$ cat src/rtl/mult_pkg.sv
// -----------------------------------------------------------------------------
// mult_pkg
// Shared definitions for the iterative shift-add multiplier:
//   state_t     - controller states (IDLE / BUSY / DONE)
//   calc_cnt_w  - width of a counter that must hold values 0..width
// -----------------------------------------------------------------------------
package mult_pkg;

   typedef enum logic [1:0] {
      IDLE = 2'd0,
      BUSY = 2'd1,
      DONE = 2'd2
   } state_t;

   // Smallest r with 2**r >= width+1, i.e. $clog2(width+1).
   function automatic int calc_cnt_w(input int width);
      int r;
      r = 0;
      for (int i = 0; i < 31; i++) begin
         if ((1 << i) < (width + 1)) r = i + 1;
      end
      return r;
   endfunction

endpackage

$ cat src/rtl/mult_addsub_step.sv
// -----------------------------------------------------------------------------
// mult_addsub_step
// Combinational add/subtract stage of one radix-2 shift-add iteration.
// Produces the next (WIDTH+1)-bit upper accumulator half, before the shift.
// Ports:
//   i_upper       current upper half (one guard bit + WIDTH bits)
//   i_m           multiplicand
//   i_signed_mode 1 = two's-complement operands
//   i_last_iter   high on iteration WIDTH-1
//   i_lsb         accumulator LSB (current multiplier bit)
//   o_upper_nxt   upper half after the conditional add/subtract
// -----------------------------------------------------------------------------
module mult_addsub_step #(
   parameter int WIDTH = 4
) (
   input  logic [WIDTH:0]   i_upper,
   input  logic [WIDTH-1:0] i_m,
   input  logic             i_signed_mode,
   input  logic             i_last_iter,
   input  logic             i_lsb,
   output logic [WIDTH:0]   o_upper_nxt
);

   logic [WIDTH:0] w_m_ext;

   // Guard bit carries the sign of m in signed mode so the sum cannot overflow.
   assign w_m_ext = {i_signed_mode & i_m[WIDTH-1], i_m};

   always_comb begin
      o_upper_nxt = i_upper;
      if (i_lsb) begin
         // The multiplier MSB has negative weight in two's complement.
         if (i_signed_mode && i_last_iter) o_upper_nxt = i_upper - w_m_ext;
         else                              o_upper_nxt = i_upper + w_m_ext;
      end
   end

endmodule

$ cat src/rtl/seq_shift_add_mult.sv
// -----------------------------------------------------------------------------
// seq_shift_add_mult
// Iterative radix-2 shift-add multiplier, signed or unsigned operands.
// Operands accepted via in_valid/in_ready, product returned via
// out_valid/out_ready. WIDTH iterations, then one cycle to register p.
// Ports:
//   clk, rst      clock, asynchronous active-high reset
//   in_valid      operands valid          in_ready   ready for operands (IDLE)
//   m, q          multiplicand, multiplier
//   signed_mode   1 = two's complement, sampled with the operands
//   out_valid     product valid (DONE)    out_ready  consumer accepts product
//   p             2*WIDTH-bit product, held throughout DONE
//   busy          high in BUSY or DONE
// -----------------------------------------------------------------------------
module seq_shift_add_mult
   import mult_pkg::*;
#(
   parameter int WIDTH = 4,
   parameter int CNT_W = calc_cnt_w(WIDTH)
) (
   input  logic               clk,
   input  logic               rst,
   input  logic               in_valid,
   output logic               in_ready,
   input  logic [WIDTH-1:0]   m,
   input  logic [WIDTH-1:0]   q,
   input  logic               signed_mode,
   output logic               out_valid,
   input  logic               out_ready,
   output logic [2*WIDTH-1:0] p,
   output logic               busy
);

   localparam int AW = 2 * WIDTH + 1;

   state_t               r_state;
   logic [WIDTH-1:0]     r_m;
   logic                 r_signed;
   logic [AW-1:0]        r_acc;
   logic [CNT_W-1:0]     r_cnt;
   logic [2*WIDTH-1:0]   r_p;
   logic                 r_in_ready;
   logic                 r_out_valid;
   logic                 r_busy;

   logic [WIDTH:0]       w_upper_nxt;
   logic                 w_last_iter;
   logic                 w_shift_in;

   assign w_last_iter = (r_cnt == CNT_W'(WIDTH - 1));
   // Arithmetic shift replicates the guard bit; logical shift inserts zero.
   assign w_shift_in  = r_signed & w_upper_nxt[WIDTH];

   mult_addsub_step #(
      .WIDTH (WIDTH)
   ) u_step (
      .i_upper       (r_acc[AW-1:WIDTH]),
      .i_m           (r_m),
      .i_signed_mode (r_signed),
      .i_last_iter   (w_last_iter),
      .i_lsb         (r_acc[0]),
      .o_upper_nxt   (w_upper_nxt)
   );

   always_ff @(posedge clk or posedge rst) begin
      if (rst) begin
         r_state     <= IDLE;
         r_m         <= '0;
         r_signed    <= 1'b0;
         r_acc       <= '0;
         r_cnt       <= '0;
         r_p         <= '0;
         r_in_ready  <= 1'b1;
         r_out_valid <= 1'b0;
         r_busy      <= 1'b0;
      end else begin
         unique case (r_state)
            IDLE: begin
               if (in_valid) begin
                  r_m        <= m;
                  r_signed   <= signed_mode;
                  r_acc      <= {{(WIDTH + 1){1'b0}}, q};
                  r_cnt      <= '0;
                  r_in_ready <= 1'b0;
                  r_busy     <= 1'b1;
                  r_state    <= BUSY;
               end
            end
            BUSY: begin
               if (r_cnt == CNT_W'(WIDTH)) begin
                  // All iterations done: freeze the product for the consumer.
                  r_p         <= r_acc[2*WIDTH-1:0];
                  r_out_valid <= 1'b1;
                  r_state     <= DONE;
               end else begin
                  r_acc <= {w_shift_in, w_upper_nxt, r_acc[WIDTH-1:1]};
                  r_cnt <= r_cnt + 1'b1;
               end
            end
            DONE: begin
               if (out_ready) begin
                  r_out_valid <= 1'b0;
                  r_in_ready  <= 1'b1;
                  r_busy      <= 1'b0;
                  r_state     <= IDLE;
               end
            end
            default: begin
               r_out_valid <= 1'b0;
               r_in_ready  <= 1'b1;
               r_busy      <= 1'b0;
               r_state     <= IDLE;
            end
         endcase
      end
   end

   assign in_ready  = r_in_ready;
   assign out_valid = r_out_valid;
   assign p         = r_p;
   assign busy      = r_busy;

endmodule
$ cat config.mk
export PLATFORM = sky130hd
export DESIGN_NAME = seq_shift_add_mult
export DESIGN_NICKNAME = d
export VERILOG_FILES = /design/src/rtl/mult_pkg.sv /design/src/rtl/mult_addsub_step.sv /design/src/rtl/seq_shift_add_mult.sv
export SDC_FILE = /design/constraint.sdc
export NUM_CORES = 1
export LEC_CHECK = 0
export BUFFER_PORTS_ARGS = -buffer_cell sky130_fd_sc_hd__buf_4
export CORE_MARGIN = 4
export CORE_UTILIZATION = 55
export CTS_CLUSTER_SIZE = 10
export DETAILED_ROUTE_END_ITERATION = 7
export GPL_ROUTABILITY_DRIVEN = 0
export GPL_TIMING_DRIVEN = 0
export MAX_ROUTING_LAYER = met4
export PLACE_DENSITY = 0.79
export SKIP_LAST_GASP = 1
export SYNTH_ARGS = -nofsm -noshare
export SYNTH_HDL_FRONTEND = slang
export SYNTH_SLANG_ARGS = --single-unit
$ cat constraint.sdc
create_clock -name clk -period 4.2 [get_ports clk]
set_clock_uncertainty 0.2 [all_clocks]
set_input_delay 0.42 -clock clk [delete_from_list [all_inputs] [get_ports clk]]
set_output_delay 0.42 -clock clk [all_outputs]
set_load 0.01 [all_outputs]
### After elaboration in Yosys (flattened, before gate mapping)

Cells that the tools add are included.

* register bits after elaboration: 30
* output and inout bits: 11

* $add $sub $neg: 3
* eq/ne operators: 8
* muxes and demuxes: 20
* bitwise gates (word level): 4
* reduce and logical (&&, ||, !) cells: 9

Operator list (count)
* $mux W9: 2
* $pmux W9 S2: 1
* $reduce_and A3 Y1: 4
* $mux W5: 2
* $pmux W1 S3: 3
* $ne A2 B2 Y1 const B: 4
* $mux W2: 3
* $mux W3: 2
* $pmux W2 S3: 1
* $pmux W3 S2: 1
* $add A5 B5 Y5: 1
* $mux W1: 5
* $sub A5 B5 Y5: 1
* $reduce_and A2 Y1: 2
* $add A3 B1 Y3 const B: 1
* $eq A3 B2 Y1 const B: 1
* $eq A3 B3 Y1 const B: 1
* $and A1 B1 Y1: 2
* $eq A2 B1 Y1 const B: 1
* $eq A2 B2 Y1 const B: 1
* $logic_not A2 Y1: 1
* $not A1 Y1: 2
* $reduce_bool A2 Y1: 1
* $logic_and A1 B1 Y1: 1

### Depth between registers and ports, before layout

* depth in word-level cells: 7
* depth in mapped cells: 10
* depth with buffers taken out: 10

### Cells and area by module

A second synthesis with hierarchy kept.

* cell total of the unflattened synthesis: 135
* area, all modules: 1596.5 sq um

By module, submodules not included
* seq_shift_add_mult: instances 1, cells an instance 94, area an instance 1301.2 sq um, sequential area each 752.0 sq um
* mult_addsub_step: instances 1, cells an instance 41, area an instance 295.3 sq um, sequential area each 0.0 sq um

### Worst setup path before layout

No wires, ideal clock.

* path type: register -> register
* start point: reg r_cnt[0]
* end point: reg r_acc[7]
* setup time: 67 ps
* arrival time: 2389 ps
* data required time: 3933 ps
* slack: 1544 ps
* cell stages (with the launch flop): 11
* buffers on the path: 0
* clock period less this slack: 2656 ps
* path through: dfrtp_1 -> ha_1 -> ha_1 -> nand2_2 -> mux2i_1 -> fa_1 -> a21o_1 -> a21oi_1 -> or4b_4 -> a211o_1 -> nand3_2

* longest elaborated chain between the ends: 6
* elaborated cells between the ends (all ways): 9
* those cells by class: eq/ne: 3; mux: 4; reduce/logical: 2

RTL lines
* start, declared: line seq_shift_add_mult.sv:40 `logic [CNT_W-1:0] r_cnt;`
* start signal, assigned: line seq_shift_add_mult.sv:97 `r_cnt <= r_cnt + 1'b1;`
* $eq A3 B2 Y1: line seq_shift_add_mult.sv:50 `assign w_last_iter = (r_cnt == CNT_W'(WIDTH - 1));`
* $logic_and A1 B1 Y1: line mult_addsub_step.sv:33 `if (i_signed_mode && i_last_iter) o_upper_nxt = i_upper - w_m_ext;`
* $mux W5: line mult_addsub_step.sv:33
* $mux W5: line mult_addsub_step.sv:31 `if (i_lsb) begin`
* $mux W9: line seq_shift_add_mult.sv:90 `if (r_cnt == CNT_W'(WIDTH)) begin`
* $pmux W9 S2: line seq_shift_add_mult.sv:77 `unique case (r_state)`
* end signal, assigned: line seq_shift_add_mult.sv:82 `r_acc <= {{(WIDTH + 1){1'b0}}, q};`
* end signal, assigned: line seq_shift_add_mult.sv:96 `r_acc <= {w_shift_in, w_upper_nxt, r_acc[WIDTH-1:1]};`
* end, declared: line seq_shift_add_mult.sv:39 `logic [AW-1:0] r_acc;`

Several ways; a longest one is shown, not always the timed one. The select of a mux whose other input is x is not followed.
A chain may end at the register's enable or synchronous reset.

### Worst setup path in the final report

* start point: reg r_cnt[0]
* end point: reg r_acc[8]

* longest elaborated chain between the ends: 7
* elaborated cells between the ends (all ways): 10
* those cells by class: eq/ne: 3; mux: 4; bitwise: 1; reduce/logical: 2

RTL lines
* $eq A3 B2 Y1: line seq_shift_add_mult.sv:50
* $logic_and A1 B1 Y1: line mult_addsub_step.sv:33
* $mux W5: line mult_addsub_step.sv:33
* $mux W5: line mult_addsub_step.sv:31
* $and A1 B1 Y1: line seq_shift_add_mult.sv:52 `assign w_shift_in = r_signed & w_upper_nxt[WIDTH];`
* $mux W9: line seq_shift_add_mult.sv:90
* $pmux W9 S2: line seq_shift_add_mult.sv:77

Several ways; a longest one is shown, not always the timed one. The select of a mux whose other input is x is not followed.

==> reports/results.ini <==
[status]
status = complete, no violations

[routing]
routed_wl_mm = 2.85
drtPass1Iterations = 4
via_per_inst = 5.43
remaining_drc_errors = 0
drt_iter0_markers = 23
postRouteAntennaNets = 0
wl_per_cell_um = 13.7
routed-via-count = 1129

[clock_tree]
cts_tree = yes
cts-buffers-inserted = 5
cts_sinks = 30
postCtsSetupBuffers = 0
cts_buffer_depth = 2
cts.clk_slew.worst_paths_ns = 0.09
clock_latency_ns = 0.33
cts_hold_buf = 0
cts-htree-levels = 2
cts-root-buf = clkbuf_4
cts_resized = 0

[sta]
fin_crit_sh = 0.680
max-slew-margin-rel = 0.272
tns_ns = 0
tightestPinTransition_ns = 1.09
setup_viol = 0
setup_ws_ns = 1.34
whs_ns = 0.108
fmax_mhz = 350
drv_slew = 0
hold_violations = 0
post-route-min-period_ns = 2.86
rsz0062_at_grt = no

[placed_design]
io_buffers = 23
post-place-ws_ns = 1.37
dpl_cell_area_um2 = 1750
numPlacedInstances = 200
dp_hpwl_mm = 2.15

[synthesis]
syn-cell-area_um2 = 1540
yosys_warnings = 0
syn_avg_cell_area_um2 = 10.4
synth_seq_cells = 30
async_flop_share = 1.00
synth_edf_count = 0
yosys.cell_types.count = 34
syn_nets = 169
synthFlopType = dfrtp_1
seq_area_frac_synth = 0.490
synthCells = 147

[floorplanning]
coreArea_um2 = 2570
core.rowCount = 18
start_util = 0.598
ios = 24
die_x_um = 60.8
die_y_um = 60.8
die-area_um2 = 3700

[layout]
drive_gt1_frac = 0.275
fin_area_um2 = 1810
stdcell_count = 208
area_growth_pct = 17.6
nets = 199
post-route-util = 0.703
n_antenna_cell = 0
fillerInstances = 194

[worst_hold_path]
hp-class = input port to flop

[grt]
grt_pass1_vias = 1187
grtUsageTotal = 0.197
grt_max_degree = 31
grt_pass1_wl_mm = 5.07
grt-ovfl-total = 0
antenna_found_initial = 0

[worst_setup_path]
crit_path_start_kind = flop
endpoint_kind = flop
critPathMaxFanout = 4
arrival_ns = 2.93
worstPathRequired_ns = 4.27
crit_type = flop to flop

[power]
p_leak_nw = 0.892
ir_drop_mv = 0.566
p_per_area_nw_per_um2 = 863
total_power_mw = 1.56

[flow_run]
maxCapViolCount = 0

[sequential cells by signal (all words and copies together) (netlist names)]
signal	flops
r_signed	1
r_state	2
out_valid	1
r_m	4
in_ready	1
busy	1
r_acc	9
r_cnt	3
p	8
[layer usage]
layer	track usage	wire length, um	share of wire	vias up
met5	-	0	0	-
met3	0.0532	111	0.039	5
li1	-	-	-	567
met1	0.224	1340	0.47	535
met4	0.0991	62	0.022	0
met2	0.316	1330	0.47	22
[cells by family (layout without fill, tap and decap cells)]
kind of cell | Yosys count | count (layout) | synth area share
adder cells (fa/ha/maj) | 9 | 9 | 0.0782
flip-flops | 30 | 30 | 0.490
multiplexers | 15 | 15 | 0.106
AND/OR/NAND/NOR | 43 | 43 | 0.140
buffers and inverters | 14 | 45 | 0.0407
XOR/XNOR | 3 | 3 | 0.0171
AO/OA/AOI/OAI | 33 | 33 | 0.128
[worst max-delay path: stages, from the launching register on]
cell	delay, ns
dfrtp_1	0.42
ha_1	0.21
ha_1	0.23
nand2_2	0.10
mux2i_1	0.31
fa_1	0.26
a21o_1	0.12
a21oi_1	0.08
or4b_4	0.51
a211o_1	0.28
nand3_2	0.07
[placed cells by master, fill, tap and decap left out, drive strengths merged, types with 2 or more instances in the layout]
cell,n
ha,8
mux2i,5
xnor2,2
a211o,2
nor2b,2
o22ai,2
buf,26
o21ai,13
a31oi,2
nor3,2
mux2,10
inv,11
a21oi,8
dfrtp,29
nand2,21
nand2b,4
nor2,6
clkbuf,7
a21o,2
nand3,4
[worst paths after layout]
check / from / to / cells past startpoint / slack, ns
hold / removal: m[1] / r_m[1] / 3 / 0.11
min in group asynchronous: rst / r_state[1] / 2 / 0.16
setup reg to reg: r_cnt[0] / r_acc[8] / 10 / 1.34
setup / recovery: r_cnt[0] / r_acc[8] / 10 / 1.34
max in group asynchronous: rst / r_m[2] / 2 / 2.97
hold reg to reg: p[4] / p[4] / 2 / 0.29
[power by group]
part           switching (mW)  internal (mW)  leakage, nW  total [mW]
registers               0.114          0.430        0.368       0.543
clock network          0.0962         0.0810       0.0353       0.177
logic                   0.429          0.410        0.488       0.839
total                   0.639          0.920        0.892        1.56
[cell usage after synthesis, drive strengths merged, types with 2 or more instances]
cell,instances,share of area
nor2b,2,0.0081
nand2b,4,0.016
nor2,6,0.015
dfrtp,29,0.47
nand3,4,0.020
nand2,21,0.053
o21ai,13,0.042
a211o,2,0.011
mux2i,5,0.033
nor3,2,0.0065
buf,3,0.014
a21oi,8,0.029
a31oi,2,0.0081
o22ai,2,0.0081
inv,11,0.027
xnor2,2,0.011
mux2,10,0.073
ha,8,0.065
a21o,2,0.0098
[cell type report]
class                           instances  area [um2]  share of cell area
Clock inverter                          1        5.00             0.00277
Clock buffer                            7        55.1              0.0305
Inverter                               11        41.3              0.0229
Multi-Input combinational cell        103         721               0.399
Timing Repair Buffer                   23         173              0.0956
Tap cell                               30        37.5              0.0208
Buffer                                  3        21.3              0.0118
Sequential cell                        30         752               0.416
Note: power is estimated with default switching activity, not from simulation.
